## config.mk

```make
export PLATFORM = sky130hd
export DESIGN_NAME = mc_bus_bridge
export DESIGN_NICKNAME = d
export VERILOG_FILES = /design/src/rtl/mc_bus_bridge.sv
export SDC_FILE = /design/constraint.sdc
export NUM_CORES = 1
export LEC_CHECK = 0
export ABC_CLOCK_PERIOD_IN_PS = 3910
export CAP_MARGIN = 0
export CORE_MARGIN = 3
export CORE_UTILIZATION = 35
export CTS_BUF_LIST = sky130_fd_sc_hd__clkbuf_4 sky130_fd_sc_hd__clkbuf_8 sky130_fd_sc_hd__clkbuf_16
export DETAILED_ROUTE_END_ITERATION = 10
export DONT_BUFFER_PORTS = 1
export GPL_TIMING_DRIVEN = 0
export PLACE_DENSITY_LB_ADDON = 0.15
export SLEW_MARGIN = 25
export SYNTH_ARGS = -nofsm -noshare
export SYNTH_HDL_FRONTEND = slang
export SYNTH_SLANG_ARGS = --single-unit
```

## constraint.sdc

```tcl
create_clock -name clk -period 3.91 [get_ports clk]
set_input_delay 0.782 -clock clk [delete_from_list [all_inputs] [get_ports clk]]
set_output_delay 0.782 -clock clk [all_outputs]
set_load 0.02 [all_outputs]
```

## src/rtl/mc_bus_bridge.sv

```systemverilog
// MCU external-bus slave: synchronises ce/we/oe strobes, decodes bus writes
// into a tagged inbound FIFO and serves bus reads from an outbound FIFO or status.
module mc_bus_bridge #(
   parameter int DATA_WIDTH  = 16,
   parameter int ADD_WIDTH   = 6,
   parameter int IN_DEPTH    = 16,
   parameter int OUT_DEPTH   = 16,
   parameter int SYNC_STAGES = 2,
   parameter int ADDR_DATA   = 0,
   parameter int ADDR_CMD    = 1,
   parameter int ADDR_STATUS = 2
) (
   input  logic                  clk,
   input  logic                  rst,
   input  logic                  mc_ce_n,
   input  logic                  mc_we_n,
   input  logic                  mc_oe_n,
   input  logic [ADD_WIDTH-1:0]  mc_add,
   input  logic [DATA_WIDTH-1:0] mc_data_in,
   output logic [DATA_WIDTH-1:0] mc_data_out,
   output logic                  mc_data_oe,
   output logic                  cmd_valid,
   input  logic                  cmd_ready,
   output logic                  cmd_is_command,
   output logic [DATA_WIDTH-1:0] cmd_word,
   input  logic                  rsp_valid,
   output logic                  rsp_ready,
   input  logic [DATA_WIDTH-1:0] rsp_data,
   input  logic                  fifo_clear,
   output logic                  in_full,
   output logic                  out_nempty
);
   localparam int IN_AW  = $clog2(IN_DEPTH);
   localparam int OUT_AW = $clog2(OUT_DEPTH);
   localparam int LAST   = SYNC_STAGES - 1;

   logic [SYNC_STAGES-1:0] ce_sync, we_sync, oe_sync;
   logic                   we_prev, oe_prev;
   logic                   bus_sel, we_rise, oe_fall, oe_rise;
   logic                   is_data, is_cmd, is_status;

   logic [DATA_WIDTH:0]    in_mem [IN_DEPTH];
   logic [IN_AW-1:0]       in_wr_ptr, in_rd_ptr;
   logic [IN_AW:0]         in_count;
   logic                   in_wr_req, in_push, in_pop;

   logic [DATA_WIDTH-1:0]  out_mem [OUT_DEPTH];
   logic [OUT_AW-1:0]      out_wr_ptr, out_rd_ptr;
   logic [OUT_AW:0]        out_count;
   logic                   out_full, out_push, out_pop;

   logic                   overflow, underflow, rd_pending;
   logic [DATA_WIDTH-1:0]  status_word;
   logic [31:0]            out_count_ext;

   assign bus_sel   = ~ce_sync[LAST];
   assign we_rise   = bus_sel & we_sync[LAST] & ~we_prev;
   assign oe_fall   = bus_sel & ~oe_sync[LAST] & oe_prev;
   assign oe_rise   = oe_sync[LAST] & ~oe_prev;
   assign is_data   = (mc_add == ADD_WIDTH'(ADDR_DATA));
   assign is_cmd    = (mc_add == ADD_WIDTH'(ADDR_CMD));
   assign is_status = (mc_add == ADD_WIDTH'(ADDR_STATUS));

   assign in_full        = (in_count == (IN_AW+1)'(IN_DEPTH));
   assign cmd_valid      = (in_count != '0);
   assign cmd_word       = in_mem[in_rd_ptr][DATA_WIDTH-1:0];
   assign cmd_is_command = in_mem[in_rd_ptr][DATA_WIDTH];
   assign in_wr_req      = we_rise & (is_data | is_cmd);
   assign in_pop         = cmd_valid & cmd_ready;
   assign in_push        = in_wr_req & (~in_full | in_pop);

   assign out_full   = (out_count == (OUT_AW+1)'(OUT_DEPTH));
   assign out_nempty = (out_count != '0);
   // The pop is decided by registered strobe state only, so advertising ready
   // when a pop frees a slot in the same cycle creates no combinational loop.
   assign out_pop    = oe_rise & rd_pending & out_nempty;
   assign rsp_ready  = ~out_full | out_pop;
   assign out_push   = rsp_valid & rsp_ready;

   assign out_count_ext = 32'(out_count);
   always_comb begin
      status_word       = '0;
      status_word[0]    = in_full;
      status_word[1]    = (in_count == '0);
      status_word[2]    = out_nempty;
      status_word[3]    = overflow;
      status_word[4]    = underflow;
      status_word[15:8] = (out_count_ext > 32'd255) ? 8'hFF : out_count_ext[7:0];
   end

   always_ff @(posedge clk) begin
      if (in_push && !fifo_clear)
         in_mem[in_wr_ptr] <= {is_cmd, mc_data_in};
      if (out_push && !fifo_clear)
         out_mem[out_wr_ptr] <= rsp_data;
   end

   always_ff @(posedge clk or negedge rst) begin
      if (!rst) begin
         ce_sync     <= '1;
         we_sync     <= '1;
         oe_sync     <= '1;
         we_prev     <= 1'b1;
         oe_prev     <= 1'b1;
         in_wr_ptr   <= '0;
         in_rd_ptr   <= '0;
         in_count    <= '0;
         out_wr_ptr  <= '0;
         out_rd_ptr  <= '0;
         out_count   <= '0;
         overflow    <= 1'b0;
         underflow   <= 1'b0;
         rd_pending  <= 1'b0;
         mc_data_out <= '0;
         mc_data_oe  <= 1'b0;
      end else begin
         ce_sync <= {ce_sync[SYNC_STAGES-2:0], mc_ce_n};
         we_sync <= {we_sync[SYNC_STAGES-2:0], mc_we_n};
         oe_sync <= {oe_sync[SYNC_STAGES-2:0], mc_oe_n};
         we_prev <= we_sync[LAST];
         oe_prev <= oe_sync[LAST];

         if (oe_fall) begin
            mc_data_oe <= 1'b1;
            if (is_data)
               mc_data_out <= out_nempty ? out_mem[out_rd_ptr] : '0;
            else if (is_status)
               mc_data_out <= status_word;
            else
               mc_data_out <= '0;
         end else if (oe_rise) begin
            mc_data_oe <= 1'b0;
         end

         if (fifo_clear) begin
            in_wr_ptr  <= '0;
            in_rd_ptr  <= '0;
            in_count   <= '0;
            out_wr_ptr <= '0;
            out_rd_ptr <= '0;
            out_count  <= '0;
            overflow   <= 1'b0;
            underflow  <= 1'b0;
            rd_pending <= 1'b0;
         end else begin
            if (in_push) in_wr_ptr <= in_wr_ptr + IN_AW'(1);
            if (in_pop)  in_rd_ptr <= in_rd_ptr + IN_AW'(1);
            if (in_push && !in_pop)      in_count <= in_count + (IN_AW+1)'(1);
            else if (!in_push && in_pop) in_count <= in_count - (IN_AW+1)'(1);
            if (in_wr_req && in_full && !in_pop) overflow <= 1'b1;

            if (out_push) out_wr_ptr <= out_wr_ptr + OUT_AW'(1);
            if (out_pop)  out_rd_ptr <= out_rd_ptr + OUT_AW'(1);
            if (out_push && !out_pop)      out_count <= out_count + (OUT_AW+1)'(1);
            else if (!out_push && out_pop) out_count <= out_count - (OUT_AW+1)'(1);

            if (oe_fall) begin
               rd_pending <= is_data & out_nempty;
               if (is_data && !out_nempty) underflow <= 1'b1;
            end else if (oe_rise) begin
               rd_pending <= 1'b0;
            end
         end
      end
   end
endmodule

```

# Yosys cells after proc, flatten, opt, wreduce, memory -nomap -nowiden
# Memories as Yosys holds them, arrays and structs flattened.
# Index checks and enable logic that the tools add are counted.
totals:
  out_inout_bits: 38
  mem_bits_rw: 528
  n_memories: 2
  reg_bits: 54
memory_table:
  columns: ["name", "depth", "word_bits", "rd", "rd_ports_with_merged_regs", "wr", "line_no", "source"]
  rows:
  - ["in_mem", 16, 17, 1, 0, 1, "42", "logic [DATA_WIDTH:0] in_mem [IN_DEPTH];"]
  - ["out_mem", 16, 16, 1, 0, 1, "47", "logic [DATA_WIDTH-1:0] out_mem [OUT_DEPTH];"]
classes:
  add_sub_neg: 8
  eq_ne: 4
  magnitude_cmp: 1
  reduce_logical: 31
  n_bitwise: 21
  n_mux: 31
op_table:
  columns: ["cell", "count"]
  rows:
  - ["$mux 16", 3]
  - ["$mux 4", 8]
  - ["$mux 5", 6]
  - ["$add 4x1->4 const B", 4]
  - ["$reduce_bool 2->1", 8]
  - ["$mux 1", 13]
  - ["$and 1x1->1", 12]
  - ["$add 5x1->5 const B", 2]
  - ["$eq 5x5->1 const B", 2]
  - ["$reduce_bool 5->1", 2]
  - ["$sub 5x1->5 const B", 2]
  - ["$logic_and 1x1->1", 9]
  - ["$reduce_bool 3->1", 3]
  - ["$gt 5x8->1 const B", 1]
  - ["$mux 8", 1]
  - ["$eq 6x1->1 const B", 1]
  - ["$eq 6x2->1 const B", 1]
  - ["$logic_not 1->1", 6]
  - ["$logic_not 6->1", 1]
  - ["$not 1->1", 6]
  - ["$logic_not 5->1", 1]
  - ["$or 1x1->1", 3]
  - ["$reduce_and 2->1", 1]

# Logic depth before layout (Yosys ltp)
# Gate-level depths: netlist of the first run.
logic_depth:
  word_depth: 11
  mapped_depth: 10
  depth_no_buf: 8

# Worst setup path after synthesis of the first run
# OpenSTA, ideal clock, no wires.
synth_timing:
  path_kind: "input -> register"
  start: "input port fifo_clear"
  end: "memory out_mem[3][0], enable pin"
  setup_time_ps: 430
  n_path_buf: 2
  path_slack_ps: 584
  t_arrival_ps: 2896
  required_ps: 3480
  path_stages: 4
  cell_sequence: "clkbuf_1 -> clkbuf_1 -> nand2b_1 -> nor4_1"
synth_between:
  elab_chain_cells: 4
synth_lines:
  columns: ["element", "line_no", "source"]
  rows:
  - ["start, declared", "29", "input logic fifo_clear,"]
  - ["$logic_not 1->1", "94", "if (out_push && !fifo_clear)"]
  - ["$logic_and 1x1->1", "94", null]
  - ["$mux 1", "94", null]
  - ["$mux 1 (not written as such)", "95", "out_mem[out_wr_ptr] <= rsp_data;"]
  - ["end, declared", "47", null]
# No other way between the ends.

# Worst setup path in the final report of the first run
layout_timing:
  start: "register in_rd_ptr[1]"
  end: "output port cmd_word[7]"
layout_between:
  elab_chain_cells: 1
layout_lines:
  columns: ["element", "line_no", "source"]
  rows:
  - ["start, declared", "43", "logic [IN_AW-1:0] in_wr_ptr, in_rd_ptr;"]
  - ["start signal, assigned", "147", "if (in_pop) in_rd_ptr <= in_rd_ptr + IN_AW'(1);"]
  - ["$mem_v2 16x17", null, null]
  - ["end, declared", "25", "output logic [DATA_WIDTH-1:0] cmd_word,"]
# No other way between the ends.

==> impl_metrics.toml, run 1 <==
[hold_path]
hold_path_class = "input pin to async pin"

[synthesis]
synth_top_family_by_area = "multiplexers"
yosysTopAreaCell = "sky130_fd_sc_hd__edfxtp_1"
postSynth.asyncResetShare = 0.09278
synth.yosys.seq_area_share = 0.7387
postSynthAreaPerCell_sq_um = 19.70
post_synth_fa_ha_maj_area_fraction = 0.01138
synth_warnings = 0
synth_enable_flop_cells = 528
netlist.area_leader.share = 0.6803
synth.net_count = 1249
top_area_cells_in_the_synthesized_netlist = "sky130_fd_sc_hd__edfxtp_1, sky130_fd_sc_hd__mux4_2, sky130_fd_sc_hd__dfrtp_1"
post_synth_mux_area_share = 0.1502
synth-compound-area-share = 0.03779
gate_count_of_the_mapped_netlist = 1183
synthesis_stage_register_bit_count = 582
synth.cell_area_sq_mm = 0.02331
yosys_most_used_dff = "sky130_fd_sc_hd__edfxtp_1"
post_synth_num_cell_types = 63
post_synth_and_or_nand_nor_area_fraction = 0.04585
synth_top_cells_by_count = "sky130_fd_sc_hd__edfxtp_1, sky130_fd_sc_hd__mux4_2, sky130_fd_sc_hd__mux2_2"
post_synth_xor_xnor_area = 0.003382
library_cell_with_the_highest_instance_count_after_synthesis = "sky130_fd_sc_hd__edfxtp_1"

[floorplan]
fp.dieW_um = 264.1
initial_utilization = 0.3577
die_area_sq_mm = 0.06972
die-height_um = 264.1
std_cell_rows = 93
design.core.area_sq_mm = 0.06516
design.portCount = 84

[pwr]
switching_portion_of_total_power = 0.2368
netSwitchingPower_mw = 3.387
power.sequential.fraction = 0.489
power.share.combinational = 0.113
p_int_mw = 10.91
pwr_density_cell_mw_per_mm2 = 530.3
total_leakage_power_nw = 8.521
clockPowerShare = 0.398
vdd_drop_max_mv = 0.3353

[detailed_routing]
post_route_antenna_net_violation_count = 0
route.detailed.wl_per_inst_um = 27.32
post_drt_via_cell_ratio = 5.351
dr.first_iter.drc_count = 1021
routed_wirelength_um = 59470
num_vias = 11650
detail_route.drc_violations = 0
initial_drt_pass_iterations = 5

[worst_setup_path]
cp.depth = 4
worstSetupEndpoint = "cmd_word[7]"
worstPathArrival_ns = 2.98
worst_path_dominant_cell_family = "multiplexers"
kind_of_end_point_of_the_critical_path = "primary output"
timing.critical_path.from_type = "register"
regToRegSetupSlack_ns = 0.69
r2r_end = "in_count[4]$_DFFE_PN0P_"
worstPathRequired_ns = 3.13
timing.critical_path.fanout_max = 10
criticalPathCategory = "register to primary output"
critical_path.reg2reg.startpoint = "we_sync[1]$_DFF_PN1_"
path_buf_inv = 2
cpMaxStageDelayCell = "sky130_fd_sc_hd__clkbuf_1"
cp_cell_sequence = "clkbuf_1 -> clkbuf_1 -> mux4_2 -> mux4_2"
timing.critical_path.slowest_cell_delay_ns = 0.71
reg2regPathDepth = 9
cp-startpoint = "in_rd_ptr[1]$_DFFE_PN0P_"

[timing]
setup_tns_ns = 0
finalMaxSlewViolations = 0
post_route_clock_period_utilization = 0.9610
setup_repair_after_global_routing_missed_its_margin = "no"
final_hold_viol_count = 0
max_slew.worst_pin.slew_ns = 1.004
fin_skew_ns = 0.02712
post-route-worst-setup-slack_ns = 0.1525
setup-violations-final = 0
period_needed_ns = 3.758
slew-limit-headroom = 0.3251
fmaxAchievable_mhz = 266.1

[run_status]
status = "completed"

[clocking]
register_clock_pin_slew_on_the_reported_worst_setup_and_hold_paths_ns = 0.06
holdBufCountCts = 1
cts_max_level = 2
max-clock-path-buffers = 3
numCtsBuffers = 61
clock_latency_ns = 0.62
cell_chosen_for_the_clock_root = "sky130_fd_sc_hd__clkbuf_16"
cts_setup_buffers = 0
clkSinkCount = 582
post_cts_resized = 0
cts_tree = "yes"

[finish]
num-nets-final = 1337
filler_cell_count = 5816
final_layout_size_suffix_gt1_frac = 0.2884
syn_to_final_growth_pct = 15.70
total_non_filler_cell_area_in_the_finished_layout_sq_mm = 0.02696

[grt]
maximum_number_of_pins_on_one_net_before_global_route_repair = 55
grt-ovfl-total = 0
grt_pass1_vias = 12190
grtUsageTotal = 0.1724
grt_first_pass_wirelength_um = 87500
antenna_found_initial = 0

[run]
drv.max_cap_violation_count = 0

[place]
gp_congestion = 0.7794
placed_area_sq_mm = 0.02496
detailedPlace.worstSlack_ns = 0.2404
io_buffer_count = 0
dp_hpwl_um = 36920
cell families after synthesis:
kind of cell | count (synthesis)
adder cells (fa/ha/maj) | 20
buffers and inverters | 69
flip-flops | 582
multiplexers | 192
AND/OR/NAND/NOR | 192
XOR/XNOR | 9
AO/OA/AOI/OAI | 119
metal layers:
metal	vias to the layer above	share of wire	global-route usage
met3	86	0.063	0.03753
li1	5058	-	-
met2	330	0.49	0.2846
met5	-	0	0
met4	0	0.024	0.04713
met1	6175	0.42	0.2314
cell usage in the layout, fill, tap and decap left out, types with 9 or more instances in the layout:
| cell type | netlist | layout |
|---|---|---|
| sky130_fd_sc_hd__nor2_4 | 0 | 17 |
| sky130_fd_sc_hd__ha_1 | 18 | 18 |
| sky130_fd_sc_hd__o22ai_1 | 28 | 28 |
| sky130_fd_sc_hd__clkbuf_4 | 0 | 18 |
| sky130_fd_sc_hd__nor4_1 | 10 | 9 |
| sky130_fd_sc_hd__and2_2 | 0 | 12 |
| sky130_fd_sc_hd__clkbuf_16 | 0 | 63 |
| sky130_fd_sc_hd__nand2b_1 | 9 | 9 |
| sky130_fd_sc_hd__nor2_1 | 42 | 25 |
| sky130_fd_sc_hd__clkinv_2 | 0 | 11 |
| sky130_fd_sc_hd__nor3_1 | 15 | 13 |
| sky130_fd_sc_hd__clkbuf_1 | 29 | 28 |
| sky130_fd_sc_hd__dfrtp_1 | 46 | 46 |
| sky130_fd_sc_hd__nand3_1 | 20 | 20 |
| sky130_fd_sc_hd__nand2_1 | 24 | 24 |
| sky130_fd_sc_hd__buf_2 | 21 | 25 |
| sky130_fd_sc_hd__clkinv_1 | 0 | 13 |
| sky130_fd_sc_hd__edfxtp_1 | 528 | 528 |
| sky130_fd_sc_hd__mux2i_1 | 20 | 20 |
| sky130_fd_sc_hd__a211oi_1 | 15 | 15 |
| sky130_fd_sc_hd__mux4_2 | 121 | 121 |
| sky130_fd_sc_hd__o21ai_0 | 15 | 15 |
| sky130_fd_sc_hd__buf_16 | 0 | 13 |
| sky130_fd_sc_hd__nor2b_1 | 21 | 21 |
| sky130_fd_sc_hd__a21oi_1 | 17 | 17 |
| sky130_fd_sc_hd__mux2_2 | 50 | 50 |
flip-flops by register name, summed over array words and instances, names as in the netlist, 4 cells and up:
| name | cells |
|---|---|
| in_mem | 272 |
| out_mem | 256 |
| mc_data_out | 16 |
| in_count | 5 |
| out_count | 5 |
| in_rd_ptr | 4 |
| in_wr_ptr | 4 |
| out_rd_ptr | 4 |
| out_wr_ptr | 4 |
worst min-delay path by stage:
stage	startpoint	endpoint	cells after the start
after floorplan	ce_sync[0]$_DFF_PN1_	ce_sync[1]$_DFF_PN1_	0
after global placement	oe_sync[0]$_DFF_PN1_	oe_sync[1]$_DFF_PN1_	0
after detailed placement	oe_sync[0]$_DFF_PN1_	oe_sync[1]$_DFF_PN1_	0
after CTS	rst	mc_data_out[8]$_DFFE_PN0P_	1
after global routing	rst	mc_data_out[8]$_DFFE_PN0P_	1
final	rst	mc_data_out[8]$_DFFE_PN0P_	1
area by class of cell:
| type | instances | area [sq um] | area share |
|---|---|---|---|
| Clock inverter | 31 | 247.7 | 0.009188 |
| Buffer | 61 | 267.8 | 0.009930 |
| Antenna cell | 1 | 2.502 | 0.00009280 |
| Inverter | 8 | 30.03 | 0.001114 |
| Tap cell | 855 | 1070 | 0.03967 |
| Clock buffer | 82 | 1725 | 0.06399 |
| Multi-Input combinational cell | 532 | 5952 | 0.2207 |
| Timing Repair Buffer | 25 | 452.9 | 0.01680 |
| Sequential cell | 582 | 17220 | 0.6385 |
power by group through the flow:
stage | Sequential [mW] | Combinational (mW) | Clock, mW
after floorplan | 7.09 | 1.21 | 0
after global placement | 7.12 | 1.62 | 0
after detailed placement | 7.12 | 1.64 | 0
after CTS | 7.00 | 1.66 | 5.83
after global routing | 7.00 | 1.76 | 6.09
final | 7.00 | 1.62 | 5.69
per-stage QoR:
step | utilization | power (mW) | hold slack, ns | std cells
after CTS | 0.4137 | 14.48 | 0.01222 | 2176
final | 0.4138 | 14.30 | 0.03209 | 2177
after detailed placement | 0.3830 | 8.766 | 0.3526 | 2062
after global placement | 0.3741 | 8.740 | 0.3466 | 2038
after floorplan | - | 8.293 | 0.3452 | 1183
after global routing | 0.4138 | 14.86 | 0.03010 | 2176
worst register-to-register path, cell delays in order, from the launching register on:
cell	delay, ns
sky130_fd_sc_hd__dfstp_2	0.57
sky130_fd_sc_hd__nor3b_1	0.50
sky130_fd_sc_hd__and3_1	0.23
sky130_fd_sc_hd__clkbuf_1	0.28
sky130_fd_sc_hd__nand3_1	0.29
sky130_fd_sc_hd__fa_1	0.49
sky130_fd_sc_hd__a21o_1	0.20
sky130_fd_sc_hd__a21oi_1	0.22
sky130_fd_sc_hd__mux2i_1	0.22
sky130_fd_sc_hd__nand4_1	0.10
No activity file was read; power rests on OpenSTA's default activity.
==> run 2, diff against run 1 <==
Settings changed: CTS_CLUSTER_SIZE from default to 20.
==> results of run 2 <==
Same layout as run 1: the final DEF is identical, and so are final timing and power.
==> run 3, diff against run 2 <==
Settings changed: ABC_AREA from default to 1.
==> run 3 against run 2 <==
Worst hold slack improved by 0.0076 ns. Non-clock buffer count rose by 59. Final cell count rose by 37%. Final area rose by 3.3%. Clock power rose by 9.1%. Highest routed layer unchanged. Critical path depth rose by 2. Maximum frequency rose by 0.98%.
==> impl_metrics.toml, run 3 <==
[worst_setup_path]
criticalPathCategory = "register to primary output"
worstPathArrival_ns = 2.94
cp-startpoint = "in_rd_ptr[1]$_DFFE_PN0P_"
reg2regPathDepth = 9
worstSetupEndpoint = "cmd_word[1]"
timing.critical_path.fanout_max = 10
timing.critical_path.from_type = "register"
worstPathRequired_ns = 3.13
critical_path.reg2reg.startpoint = "oe_sync[1]$_DFF_PN1_"
regToRegSetupSlack_ns = 1.13
kind_of_end_point_of_the_critical_path = "primary output"
r2r_end = "out_mem[11][12]$_DFFE_PP_"

[timing]
fin_skew_ns = 0.01710
finalMaxSlewViolations = 0
final_hold_viol_count = 0
post_route_clock_period_utilization = 0.9516
period_needed_ns = 3.721
finalHoldWorstSlack_ns = 0.03970
setup-violations-final = 0
slew-limit-headroom = 0.3388
fmaxAchievable_mhz = 268.8
setup_repair_after_global_routing_missed_its_margin = "no"
max_slew.worst_pin.slew_ns = 0.9917

[clocking]
clkSinkCount = 582
clock_latency_ns = 0.60
max-clock-path-buffers = 3
register_clock_pin_slew_on_the_reported_worst_setup_and_hold_paths_ns = 0.05
cts_setup_buffers = 0
cts_tree = "yes"
numCtsBuffers = 66
post_cts_resized = 0
cell_chosen_for_the_clock_root = "sky130_fd_sc_hd__clkbuf_16"
holdBufCountCts = 2
cts_max_level = 3

[place]
io_buffer_count = 0
gp_congestion = 0.8219
dp_hpwl_um = 49580

[finish]
layout_common_cells = "sky130_fd_sc_hd__edfxtp_1, sky130_fd_sc_hd__nor2_1, sky130_fd_sc_hd__o21ai_0"
fin_util = 0.4185
commonest_non_fill_non_tap_cell_in_the_layout = "sky130_fd_sc_hd__edfxtp_1"
final_layout_size_suffix_gt1_frac = 0.1196
num-nets-final = 2124
filler_cell_count = 6216
max_ffs_per_register = 272
register_with_the_highest_flop_count = "in_mem"
reg_top3 = "in_mem: 272 flops, out_mem: 256 flops, mc_data_out: 16 flops"
syn_to_final_growth_pct = 17.04

[grt]
maximum_number_of_pins_on_one_net_before_global_route_repair = 47
antenna_found_initial = 0
grt_pass1_vias = 15110
grtUsageTotal = 0.2082
grt-ovfl-total = 0
grt_first_pass_wirelength_um = 106900

[synthesis]
synth.net_count = 2025
post_synth_fa_ha_maj_area_fraction = 0.01114
synth_enable_flop_cells = 528
synth_warnings = 0
synth.cell_area_sq_mm = 0.02381
synth_top_family_by_area = "simple AND/OR/NAND/NOR gates"
post_synth_xor_xnor_area = 0.001472
synth_top_cells_by_count = "sky130_fd_sc_hd__edfxtp_1, sky130_fd_sc_hd__nor2_1, sky130_fd_sc_hd__o21ai_0"
post_synth_num_cell_types = 35
synth-compound-area-share = 0.1054
postSynth.asyncResetShare = 0.09278
synthesis_stage_register_bit_count = 582
postSynthAreaPerCell_sq_um = 12.15
netlist.area_leader.share = 0.6660
post_synth_mux_area_share = 0
gate_count_of_the_mapped_netlist = 1959
synth.yosys.seq_area_share = 0.7232
top_area_cells_in_the_synthesized_netlist = "sky130_fd_sc_hd__edfxtp_1, sky130_fd_sc_hd__nor2_1, sky130_fd_sc_hd__o21ai_0"
post_synth_and_or_nand_nor_area_fraction = 0.1223
library_cell_with_the_highest_instance_count_after_synthesis = "sky130_fd_sc_hd__edfxtp_1"
yosys_most_used_dff = "sky130_fd_sc_hd__edfxtp_1"
yosysTopAreaCell = "sky130_fd_sc_hd__edfxtp_1"

[detailed_routing]
post_route_antenna_net_violation_count = 0
detail_route.drc_violations = 0
dr.first_iter.drc_count = 1519
num_vias = 15910
post_drt_via_cell_ratio = 5.355
initial_drt_pass_iterations = 5
routed_wirelength_um = 74510
route.detailed.wl_per_inst_um = 25.07

[floorplan]
fp.dieW_um = 266.8
design.core.area_sq_mm = 0.06657
initial_utilization = 0.3576
design.portCount = 84
die-height_um = 266.8
die_area_sq_mm = 0.07118
std_cell_rows = 94

[pwr]
switching_portion_of_total_power = 0.2692
power.share.combinational = 0.137
p_int_mw = 11.15
total_leakage_power_nw = 9.482
vdd_drop_max_mv = 0.3312
netSwitchingPower_mw = 4.106
pwr_density_cell_mw_per_mm2 = 547.5
design_power_total_mw = 15.25
clockPowerShare = 0.407
power.sequential.fraction = 0.455

[hold_path]
hold_path_class = "input pin to async pin"

[run_status]
status = "completed"

[run]
drv.max_cap_violation_count = 0
==> run 3: cells by family (layout without fill, tap and decap cells) <==
group	Yosys count	in the layout
compound gates	441	441
buf+inv	194	342
simple gates	718	718
other cells	0	1
xor+xnor	4	4
fa+ha+maj	20	20
flops	582	582
==> run 3: metrics by stage <==
stage	std cells	setup TNS, ns	worst slack (ns)	instance area (sq um)
2_1_floorplan	1959	0	1.038	23810
3_3_place_gp	2823	-43.82	-0.9526	24890
3_5_place_dp	2852	0	0.9256	25660
4_1_cts	2971	0	0.2668	27860
5_1_grt	2971	0	0.07558	27860
6_report	2972	0	0.1891	27860
==> run 3: worst min path at each step <==
stage                                     endpoint            startpoint  depth (start not counted)
after floorplan               ce_sync[1]$_DFF_PN1_  ce_sync[0]$_DFF_PN1_                          0
after global placement        ce_sync[1]$_DFF_PN1_  ce_sync[0]$_DFF_PN1_                          0
after detailed placement      we_sync[1]$_DFF_PN1_  we_sync[0]$_DFF_PN1_                          0
after CTS                 in_wr_ptr[1]$_DFFE_PN0P_                   rst                          1
after global routing       in_count[3]$_DFFE_PN0P_                   rst                          1
final                      in_count[3]$_DFFE_PN0P_                   rst                          1
==> run 3: final cells by class <==
type | instances | area, sq um | area share
Antenna cell | 1 | 2.502 | 0.00008982
Buffer | 114 | 568.0 | 0.02039
Clock buffer | 87 | 1827 | 0.06556
Clock inverter | 30 | 335.3 | 0.01204
Inverter | 80 | 300.3 | 0.01078
Multi-Input combinational cell | 1183 | 5956 | 0.2138
Sequential cell | 582 | 17220 | 0.6179
Tap cell | 864 | 1081 | 0.03880
Timing Repair Buffer | 31 | 575.6 | 0.02066
==> run 3: power groups by stage <==
stage | clock network [mW] | logic, mW | registers, mW
after global placement | 0 | 2.06 | 7.08
after global routing | 6.58 | 2.33 | 6.96
after detailed placement | 0 | 2.09 | 7.08
after CTS | 6.32 | 2.11 | 6.95
final | 6.21 | 2.09 | 6.95
after floorplan | 0 | 1.40 | 7.06
==> run 3: metal layers <==
metal	GRT usage	wire length (um)
met2	0.3163	33260
met1	0.3014	33500
met5	0	0
met4	0.05928	1644
met3	0.04563	6103
==> run 3: critical path, cell delays in order (launching register included) <==
cell and delay, ns:
sky130_fd_sc_hd__dfrtp_1 0.39, sky130_fd_sc_hd__buf_2 0.32, sky130_fd_sc_hd__clkbuf_1 0.53, sky130_fd_sc_hd__o21ai_0 0.17, sky130_fd_sc_hd__o21ai_0 0.42, sky130_fd_sc_hd__o211ai_1 0.22, sky130_fd_sc_hd__nand2_1 0.29
